==> src/rtl/updown_counter_pkg.sv <==
// -----------------------------------------------------------------------------
// updown_counter_pkg
// Shared encodings for the parameterised up/down counter.
//   mode_e   : counting mode applied on each enabled cycle
//              (BOUNCE, UP_WRAP, DOWN_WRAP, HOLD)
//   DIR_UP / DIR_DOWN : values carried on the registered direction bit
// -----------------------------------------------------------------------------
package updown_counter_pkg;

    typedef enum logic [1:0] {
        MODE_BOUNCE    = 2'b00,
        MODE_UP_WRAP   = 2'b01,
        MODE_DOWN_WRAP = 2'b10,
        MODE_HOLD      = 2'b11
    } mode_e;

    localparam logic DIR_UP   = 1'b1;
    localparam logic DIR_DOWN = 1'b0;

endpackage : updown_counter_pkg

==> src/rtl/updown_next_calc.sv <==
// -----------------------------------------------------------------------------
// updown_next_calc
// Purely combinational next-state calculation for one enabled counting step.
// Assumes the caller has already rejected inverted limits (down > upper).
// Ports:
//   count_i     : current count
//   dir_i       : current direction (DIR_UP / DIR_DOWN)
//   mode_i      : counting mode
//   upper_lim_i : inclusive upper bound
//   down_lim_i  : inclusive lower bound
//   step_i      : step size, already guaranteed non-zero
//   count_o     : count after this step
//   dir_o       : direction after this step
//   wrap_o      : wrap or bounce reversal happened on this step
// -----------------------------------------------------------------------------
module updown_next_calc
    import updown_counter_pkg::*;
#(
    parameter int WIDTH = 16
) (
    input  logic [WIDTH-1:0] count_i,
    input  logic             dir_i,
    input  mode_e            mode_i,
    input  logic [WIDTH-1:0] upper_lim_i,
    input  logic [WIDTH-1:0] down_lim_i,
    input  logic [WIDTH-1:0] step_i,
    output logic [WIDTH-1:0] count_o,
    output logic             dir_o,
    output logic             wrap_o
);

    // One extra bit so count+step and down_lim+step can never overflow and
    // silently wrap the comparison.
    logic [WIDTH:0]   up_sum;
    logic [WIDTH:0]   lo_plus_step;
    logic [WIDTH:0]   hi_ext;
    logic [WIDTH:0]   cnt_ext;
    logic [WIDTH-1:0] dn_val;

    assign cnt_ext      = {1'b0, count_i};
    assign hi_ext       = {1'b0, upper_lim_i};
    assign up_sum       = cnt_ext + {1'b0, step_i};
    assign lo_plus_step = {1'b0, down_lim_i} + {1'b0, step_i};
    // Only selected when count >= down_lim + step, so it cannot underflow.
    assign dn_val       = count_i - step_i;

    always_comb begin
        // NOTE: every output gets a default before any branch so no path
        // leaves it unassigned, which would otherwise infer a latch.
        count_o = count_i;
        wrap_o  = 1'b0;
        unique case (mode_i)
            MODE_UP_WRAP:   dir_o = DIR_UP;
            MODE_DOWN_WRAP: dir_o = DIR_DOWN;
            default:        dir_o = dir_i;
        endcase

        if (mode_i == MODE_HOLD) begin
            count_o = count_i;
        end else if (down_lim_i == upper_lim_i) begin
            // Degenerate range: pinned to the single legal value, never a wrap.
            count_o = down_lim_i;
        end else if (count_i > upper_lim_i) begin
            // Limits moved underneath the count: snap to the nearest bound.
            count_o = upper_lim_i;
        end else if (count_i < down_lim_i) begin
            count_o = down_lim_i;
        end else begin
            unique case (mode_i)
                MODE_BOUNCE: begin
                    if (dir_i == DIR_UP) begin
                        // Turning on arrival (>=) rather than on overshoot
                        // means the cycle after reaching the limit already
                        // moves away from it: no dwell at the bound.
                        if (up_sum >= hi_ext) begin
                            count_o = upper_lim_i;
                            dir_o   = DIR_DOWN;
                            wrap_o  = 1'b1;
                        end else begin
                            count_o = up_sum[WIDTH-1:0];
                        end
                    end else begin
                        if (cnt_ext <= lo_plus_step) begin
                            count_o = down_lim_i;
                            dir_o   = DIR_UP;
                            wrap_o  = 1'b1;
                        end else begin
                            count_o = dn_val;
                        end
                    end
                end
                MODE_UP_WRAP: begin
                    if (up_sum > hi_ext) begin
                        count_o = down_lim_i;
                        wrap_o  = 1'b1;
                    end else begin
                        count_o = up_sum[WIDTH-1:0];
                    end
                end
                MODE_DOWN_WRAP: begin
                    if (cnt_ext < lo_plus_step) begin
                        count_o = upper_lim_i;
                        wrap_o  = 1'b1;
                    end else begin
                        count_o = dn_val;
                    end
                end
                default: begin
                    count_o = count_i;
                end
            endcase
        end
    end

endmodule : updown_next_calc

==> src/rtl/updown_counter_param.sv <==
// -----------------------------------------------------------------------------
// updown_counter_param
// Bounded up/down counter with bounce, wrap-up, wrap-down and hold modes,
// clamped synchronous load and a limit-error flag.
// Optional feature: define COUNT_STEP_EN to add the 'step' input (step=0 acts
// as 1); otherwise the counter steps by 1.
// Ports:
//   clk        : rising-edge clock
//   rstn       : asynchronous active-low reset
//   en         : count enable, one step per enabled cycle
//   load       : synchronous load of data (clamped), overrides en
//   data       : load value
//   upper_lim  : inclusive upper bound
//   down_lim   : inclusive lower bound
//   mode       : 00 BOUNCE, 01 UP_WRAP, 10 DOWN_WRAP, 11 HOLD
//   step       : step size (COUNT_STEP_EN only)
//   count      : registered count
//   dir        : registered direction, 1 UP / 0 DOWN
//   at_upper   : count == upper_lim (combinational)
//   at_lower   : count == down_lim (combinational)
//   wrap_pulse : registered one-cycle pulse on wrap or bounce reversal
//   lim_err    : registered, high while down_lim > upper_lim
// -----------------------------------------------------------------------------
module updown_counter_param
    import updown_counter_pkg::*;
#(
    parameter int               WIDTH   = 16,
    parameter logic [WIDTH-1:0] RST_VAL = '0
) (
    input  logic             clk,
    input  logic             rstn,
    input  logic             en,
    input  logic             load,
    input  logic [WIDTH-1:0] data,
    input  logic [WIDTH-1:0] upper_lim,
    input  logic [WIDTH-1:0] down_lim,
    input  logic [1:0]       mode,
`ifdef COUNT_STEP_EN
    input  logic [WIDTH-1:0] step,
`endif
    output logic [WIDTH-1:0] count,
    output logic             dir,
    output logic             at_upper,
    output logic             at_lower,
    output logic             wrap_pulse,
    output logic             lim_err
);

    logic [WIDTH-1:0] count_q, count_d;
    logic             dir_q, dir_d;
    logic             wrap_q, wrap_d;
    logic             lim_err_q;

    logic [WIDTH-1:0] step_eff;
    logic [WIDTH-1:0] load_val;
    logic [WIDTH-1:0] calc_count;
    logic             calc_dir;
    logic             calc_wrap;
    logic             lim_bad;

`ifdef COUNT_STEP_EN
    // A zero step would stall the counter forever; treat it as one.
    assign step_eff = (step == '0) ? {{(WIDTH-1){1'b0}}, 1'b1} : step;
`else
    assign step_eff = {{(WIDTH-1){1'b0}}, 1'b1};
`endif

    assign lim_bad = (down_lim > upper_lim);

    // Loaded values are clamped into the legal window.
    always_comb begin
        load_val = data;
        if (data > upper_lim) begin
            load_val = upper_lim;
        end else if (data < down_lim) begin
            load_val = down_lim;
        end
    end

    updown_next_calc #(
        .WIDTH(WIDTH)
    ) u_next_calc (
        .count_i     (count_q),
        .dir_i       (dir_q),
        .mode_i      (mode_e'(mode)),
        .upper_lim_i (upper_lim),
        .down_lim_i  (down_lim),
        .step_i      (step_eff),
        .count_o     (calc_count),
        .dir_o       (calc_dir),
        .wrap_o      (calc_wrap)
    );

    // Inverted limits freeze everything; the check uses the live limits so
    // counting resumes on the very first edge they become valid again.
    always_comb begin
        count_d = count_q;
        dir_d   = dir_q;
        wrap_d  = 1'b0;
        if (!lim_bad) begin
            if (load) begin
                count_d = load_val;
            end else if (en) begin
                count_d = calc_count;
                dir_d   = calc_dir;
                wrap_d  = calc_wrap;
            end
        end
    end

    // NOTE: state registers use non-blocking assignments so every flop
    // samples pre-edge values regardless of statement order.
    always_ff @(posedge clk or negedge rstn) begin
        if (!rstn) begin
            count_q   <= RST_VAL;
            dir_q     <= DIR_UP;
            wrap_q    <= 1'b0;
            lim_err_q <= 1'b0;
        end else begin
            count_q   <= count_d;
            dir_q     <= dir_d;
            wrap_q    <= wrap_d;
            lim_err_q <= lim_bad;
        end
    end

    assign count      = count_q;
    assign dir        = dir_q;
    assign wrap_pulse = wrap_q;
    assign lim_err    = lim_err_q;
    assign at_upper   = (count_q == upper_lim);
    assign at_lower   = (count_q == down_lim);

endmodule : updown_counter_param
==> config.mk <==
export PLATFORM = sky130hd
export DESIGN_NAME = updown_counter_param
export DESIGN_NICKNAME = d
export VERILOG_FILES = /design/src/rtl/updown_counter_pkg.sv /design/src/rtl/updown_next_calc.sv /design/src/rtl/updown_counter_param.sv
export SDC_FILE = /design/constraint.sdc
export NUM_CORES = 1
export LEC_CHECK = 0
export BUFFER_PORTS_ARGS = -buffer_cell sky130_fd_sc_hd__buf_2
export CORE_UTILIZATION = 26
export DETAILED_ROUTE_END_ITERATION = 10
export PLACE_DENSITY = 0.51
export SYNTH_ARGS = -nofsm -noshare
export SYNTH_HDL_FRONTEND = slang
export SYNTH_SLANG_ARGS = --single-unit
==> constraint.sdc <==
create_clock -name clk -period 3.6 [get_ports clk]
set_input_delay 0.18 -clock clk [delete_from_list [all_inputs] [get_ports clk]]
set_output_delay 0.18 -clock clk [all_outputs]
set_load 0.02 [all_outputs]
After elaboration in Yosys (flattened, before gate mapping)
Index checks and enable logic that the tools add are counted.
W data, S select, Z words.
- register bits: 19
- output and inout bits: 21
- input bits: 54
- eq/ne operators: 7
- multiplexer cells: 36
- bitwise logic cells: 2
- magnitude comparators: 9
- $add $sub $neg: 3
- reductions and logical operators: 5
- operators by type and width (operator ; number):
    $mux W16 ; 13
    $eq A16 B16 Y1 ; 3
    $gt A16 B16 Y1 ; 3
    $pmux W16 S3 ; 1
    $add A16 B1 Y17 const B ; 2
    $lt A16 B16 Y1 ; 2
    $mux W1 ; 20
    $ge A17 B16 Y1 ; 1
    $gt A17 B16 Y1 ; 1
    $le A16 B17 Y1 ; 1
    $lt A16 B17 Y1 ; 1
    $sub A16 B1 Y16 const B ; 1
    $reduce_bool A7 Y1 ; 1
    $eq A2 B2 Y1 const B ; 2
    $reduce_and A4 Y1 ; 1
    $pmux W1 S3 ; 1
    $reduce_and A3 Y1 ; 1
    $eq A2 B1 Y1 const B ; 1
    $logic_not A2 Y1 ; 1
    $ne A2 B2 Y1 const B ; 1
    $not A1 Y1 ; 2
    $pmux W1 S2 ; 1
    $reduce_bool A2 Y1 ; 1

Logic depth before layout (Yosys ltp)
- word-level depth: 12
- mapped depth: 18
- depth with buffers taken out: 15

Hierarchy
A second synthesis with hierarchy kept.
- cell total of the unflattened synthesis: 1140
- area total of the unflattened synthesis: 8679.6 µm²
- modules (own cells, without submodules) (module ; area each (µm²) ; sequential area each (µm²) ; instances ; cells each):
    updown_next_calc ; 5949.5 ; 0.0 ; 1 ; 837
    updown_counter_param ; 2730.1 ; 476.7 ; 1 ; 303

Least setup slack after synthesis
OpenSTA, ideal clock, no wires.
- kind: reg-to-reg
- start: reg count_q[1], in the netlist count[1]
- end: reg count_q[4], in the netlist count[4]
- clock period less this slack: 3877 ps
- path slack: -277 ps
- required time: 3474 ps
- arrival time: 3751 ps
- stages on the path, launching flop included: 16
- buffers on the path: 1
- cell sequence: dfrtp_1 ha_1 nand3_2 nor3_2 nand2_1 xnor2_1 ha_1 nand4_1 nor4_2 a21boi_2 o31a_2 nor3b_1 buf_2 a2111oi_0 o21ai_0 a221o_1
- word-level cells in the longest chain between the ends: 11
- elaborated cells on any way between the ends: 22
- RTL lines (item ; line ; source):
    from (decl) ; updown_counter_param.sv:49 ; logic [WIDTH-1:0] count_q, count_d;
    from (signal assigned) ; updown_counter_param.sv:120 ; count_q <= count_d;
    $add A16 B1 Y17 ; updown_next_calc.sv:42 ; assign up_sum = cnt_ext + {1'b0, step_i};
    $ge A17 B16 Y1 ; updown_next_calc.sv:75 ; if (up_sum >= hi_ext) begin
    $mux W16 ; updown_next_calc.sv:75 ;
    $mux W16 ; updown_next_calc.sv:71 ; if (dir_i == DIR_UP) begin
    $pmux W16 S3 ; updown_next_calc.sv:69 ; unique case (mode_i)
    $mux W16 ; updown_next_calc.sv:66 ; end else if (count_i < down_lim_i) begin
    $mux W16 ; updown_next_calc.sv:63 ; end else if (count_i > upper_lim_i) begin
    $mux W16 ; updown_next_calc.sv:60 ; end else if (down_lim_i == upper_lim_i) begin
    $mux W16 ; updown_next_calc.sv:58 ; if (mode_i == MODE_HOLD) begin
    $mux W16 ; updown_counter_param.sv:103 ; end else if (en) begin
    $mux W16 ; updown_counter_param.sv:101 ; if (load) begin
Several ways; a longest one is shown, not always the timed one. The select of a mux whose other input is x is not followed.
A chain may end at the register's enable or synchronous reset.

Final worst setup path
- start: reg count_q[3], in the netlist count[3]
- end: reg count_q[10], in the netlist count[10]
Same word-level chain as after synthesis.

==> metrics.md <==
| Metric | Value |
|---|---|
| Outcome | `finished, violations left` |
| Failing checks | `negative setup slack` |
| Top Ports | `75` |
| Ys Warns | `0` |
| EDFF count, synth | `0` |
| Slew Limit Fails | `0` |
| Die width | `around 150 um` |
| RSZ-0062 raised after global routing | `yes` |
| Inserted Diodes | `0` |
| Initial antenna violation count | `0` |
| Pwr dens | `just over 600 mW/mm^2` |
| FFs w/ async S/R, synth | `between 90% and 100%` |
| Part of the cycle the worst path needs | `101%` |
| Synth cell count leaders | `ha_1 (118), nand2_1 (66), nor2_1 (48)` |
| Post-synth cell types | `80` |
| Syn avg cell area | `slightly below 8 sq um` |
| Crit path arrival time | `approximately 3.8 ns` |
| Synth area leaders | `ha_1 (24%), dfrtp_1 (7.4%), mux2i_1 (5.4%), xnor2_1 (4.5%), nand2_1 (4.1%)` |
| Cell taking the most area after synthesis | `ha_1` |
| Post-synthesis sequential area ratio | `roughly 7.8%` |
| Global-route wire length before repair | `between 40000 and 50000 um` |
| Syn-to-layout area delta | `29.9%` |
| TritonCTS clock tree | `done` |
| GRT Overall Usage | `around 22%` |
| Total number of vias | `6902` |
| Final hold vios | `0` |
| Layout cells sized above 1 | `29.7%` |
| Syn_nets | `about 960` |
| GP Congestion | `roughly 0.94` |
| CP Capture Type | `flop` |
| Htree depth | `1` |
| Fmax | `about 270 MHz` |
| DRC Markers | `0` |
| Worst path max stage delay | `0.42 ns` |
| Drt total wl | `~26000 um` |
| CP bufs+invs | `3` |
| Initial drt markers | `between 400 and 500` |
| Routed len/inst | `about 21 um` |
| I/O Buffers | `between 70 and 80` |
| Levels on crit path | `16` |
| Top-area cell type share of the netlist area | `between 20% and 30%` |
| Setup tns final | `-0.0431 ns` |
| Routed Antenna Nets | `0` |
| Vias in the first global route | `between 6000 and 7000` |
| Rows | `55` |
| Setup Viol. Count Final | `1` |
| Most used DFF post-synth | `dfrtp_1` |
| Top delay family on crit path | `compound AO/OA/AOI/OAI gates` |
| Slack of the critical path | `-0.0431 ns` |
| CTS buffer count | `3` |
| Most common cell in the netlist | `ha_1` |
| Reg2Reg Depth | `16` |
| CP Class | `flop to flop` |
| Die H | `around 150 um` |
| FF+latch count, synth | `19` |
| Post-Synthesis Cells | `787` |
| Min Clock Period, post-route | `3.64 ns` |
| Largest net degree at the start of global routing | `33` |
| Finished Core Util | `a little over a third` |
| CTS root buf | `clkbuf_16` |
| Worst Tran Pin Value | `0.517 ns` |
| Congestion Overflow GR | `0` |
| Slowest cell on the critical path | `dfrtp_2` |
| Worst path required time | `between 3 and 4 ns` |
| Core area | `0.0228 sq mm` |
| Critical Path Start Type | `flop` |
| Nets | `around 1100` |
| Initial Util | `a little over a quarter` |
| Cell area after synthesis | `0.00608 sq mm` |
| Max Clock Skew | `between 0.009 and 0.01 ns` |
| Leak | `3.58 nW` |
| Final HPWL DP | `~21000 um` |
| Max-Cap Viols | `0` |
| Clock-pin transition on the worst setup and hold timing paths | `about 0.07 ns` |
| Clock Sinks | `19` |
| DR vias/cell | `~5.5` |
| DRT Pass-1 Iters | `6` |
| Worst hold path type | `input port to flop` |
| Hold Crit Depth | `3` |
| Slew margin rel. | `65.5%` |
| Worst-Skew Late Latency | `roughly 0.27 ns` |
| Clk buf depth | `2` |
| CP max FO | `5` |
| Critical path cell sequence | `buf_6 -> nand3_4 -> nor3_4 -> buf_6 -> xor2_2 -> ha_1 -> a211o_1 -> o211ai_1 -> a21oi_2 -> o31a_2 -> buf_4 -> o31ai_1 -> a221o_1 -> o221ai_2 -> a211o_1 -> a31oi_1` |
| Die area | `approximately 0.024 sq mm` |
| VDD IR max | `about 230 uV` |
-- tightest hold or removal path, stage by stage --
cell,delay [ns]
buf_2,0.15
o2111ai_1,0.14
o211ai_1,0.10
-- area by class of cell --
class	count	area [sq um]
fillers	2392	14900
multi-input cells	678	5500
repair buffers	185	1270
flip-flops and latches	19	489
well taps	313	392
inverters	46	173
clock buffers	3	75.1
clock inverters	1	5.00
-- repair_timing --
action	4_1_cts	5_1_grt
buffers inserted	4	3
gates cloned	0	1
endpoints found under the hold margin	18	0
hold buffers	1	0
setup endpoints to repair	16	17
gates resized for setup	20	51
pin swaps	6	21
-- metrics by stage --
stage          hold WS [ns]  setup WS (ns)  cells  power [W]  instance area (sq um)
3_3_place_gp          0.180         -0.220   1232    0.00426                   7430
4_1_cts               0.301        -0.0336   1241    0.00463                   7640
6_report              0.333        -0.0431   1245    0.00491                   7900
5_1_grt               0.349         -0.159   1245    0.00528                   7900
2_1_floorplan        -0.116        0.00636    787    0.00291                   6140
3_5_place_dp          0.184         -0.256   1232    0.00427                   7430
-- where the power goes --
| part | switching [W] | internal, W |
|---|---|---|
| logic | 0.00242 | 0.00181 |
| registers | 0.000114 | 0.000313 |
| clock network | 0.000102 | 0.000150 |
| total | 0.00264 | 0.00227 |
-- metal layers --
metal	wire length, um	track usage (%)	up-vias
met1	11800	29.1	3290
li1	-	-	3292
met2	12000	36.6	275
met4	688	6.27	0
met3	1440	1.81	45
met5	0	0	-
-- worst paths after layout --
path                              start    endpoint  slack (ns)
min in group asynchronous          rstn  wrap_pulse        0.41
min                        upper_lim[2]    count[2]        0.33
max in group asynchronous          rstn    count[9]        2.80
max reg2reg                    count[3]   count[10]       -0.04
max                            count[3]   count[10]       -0.04
min reg2reg                         dir         dir        0.67
-- layout by cell type (no fill, tap or decap), types with 7 or more instances in the layout --
master      n
a21oi_1    33
a211o_1    12
o21ai_0    29
dfrtp_1     8
nor3_1     21
ha_1      116
nand4_1    21
nand2_1    62
inv_1      45
xor2_1      8
a211oi_1   20
nand3_1    35
dfrtp_2    10
xnor2_1    28
nor2b_1     7
o22ai_1     9
o21ai_1    12
and3_1      7
mux2_2      7
buf_4     101
nor2_1     46
mux2i_1    33
o211ai_1   12
buf_2      75
-- kinds of logic (layout without fill, tap and decap cells) --
logic type               Yosys count  in the layout  synth area share (%)
XOR/XNOR                          42             42                  6.05
flip-flops                        19             19                  7.84
AND/OR/NAND/NOR                  257            257                  22.2
AO/OA/AOI/OAI                    221            221                  26.0
adder cells (fa/ha/maj)          118            118                  24.3
multiplexers                      40             40                  6.73
buffers and inverters             90            235                  6.93
-- registers in the layout, indices dropped and copies added, names as in the netlist --
register,flops
lim_err,1
count,16
wrap_pulse,1
dir,1
Power figures use the tool's default switching activity.
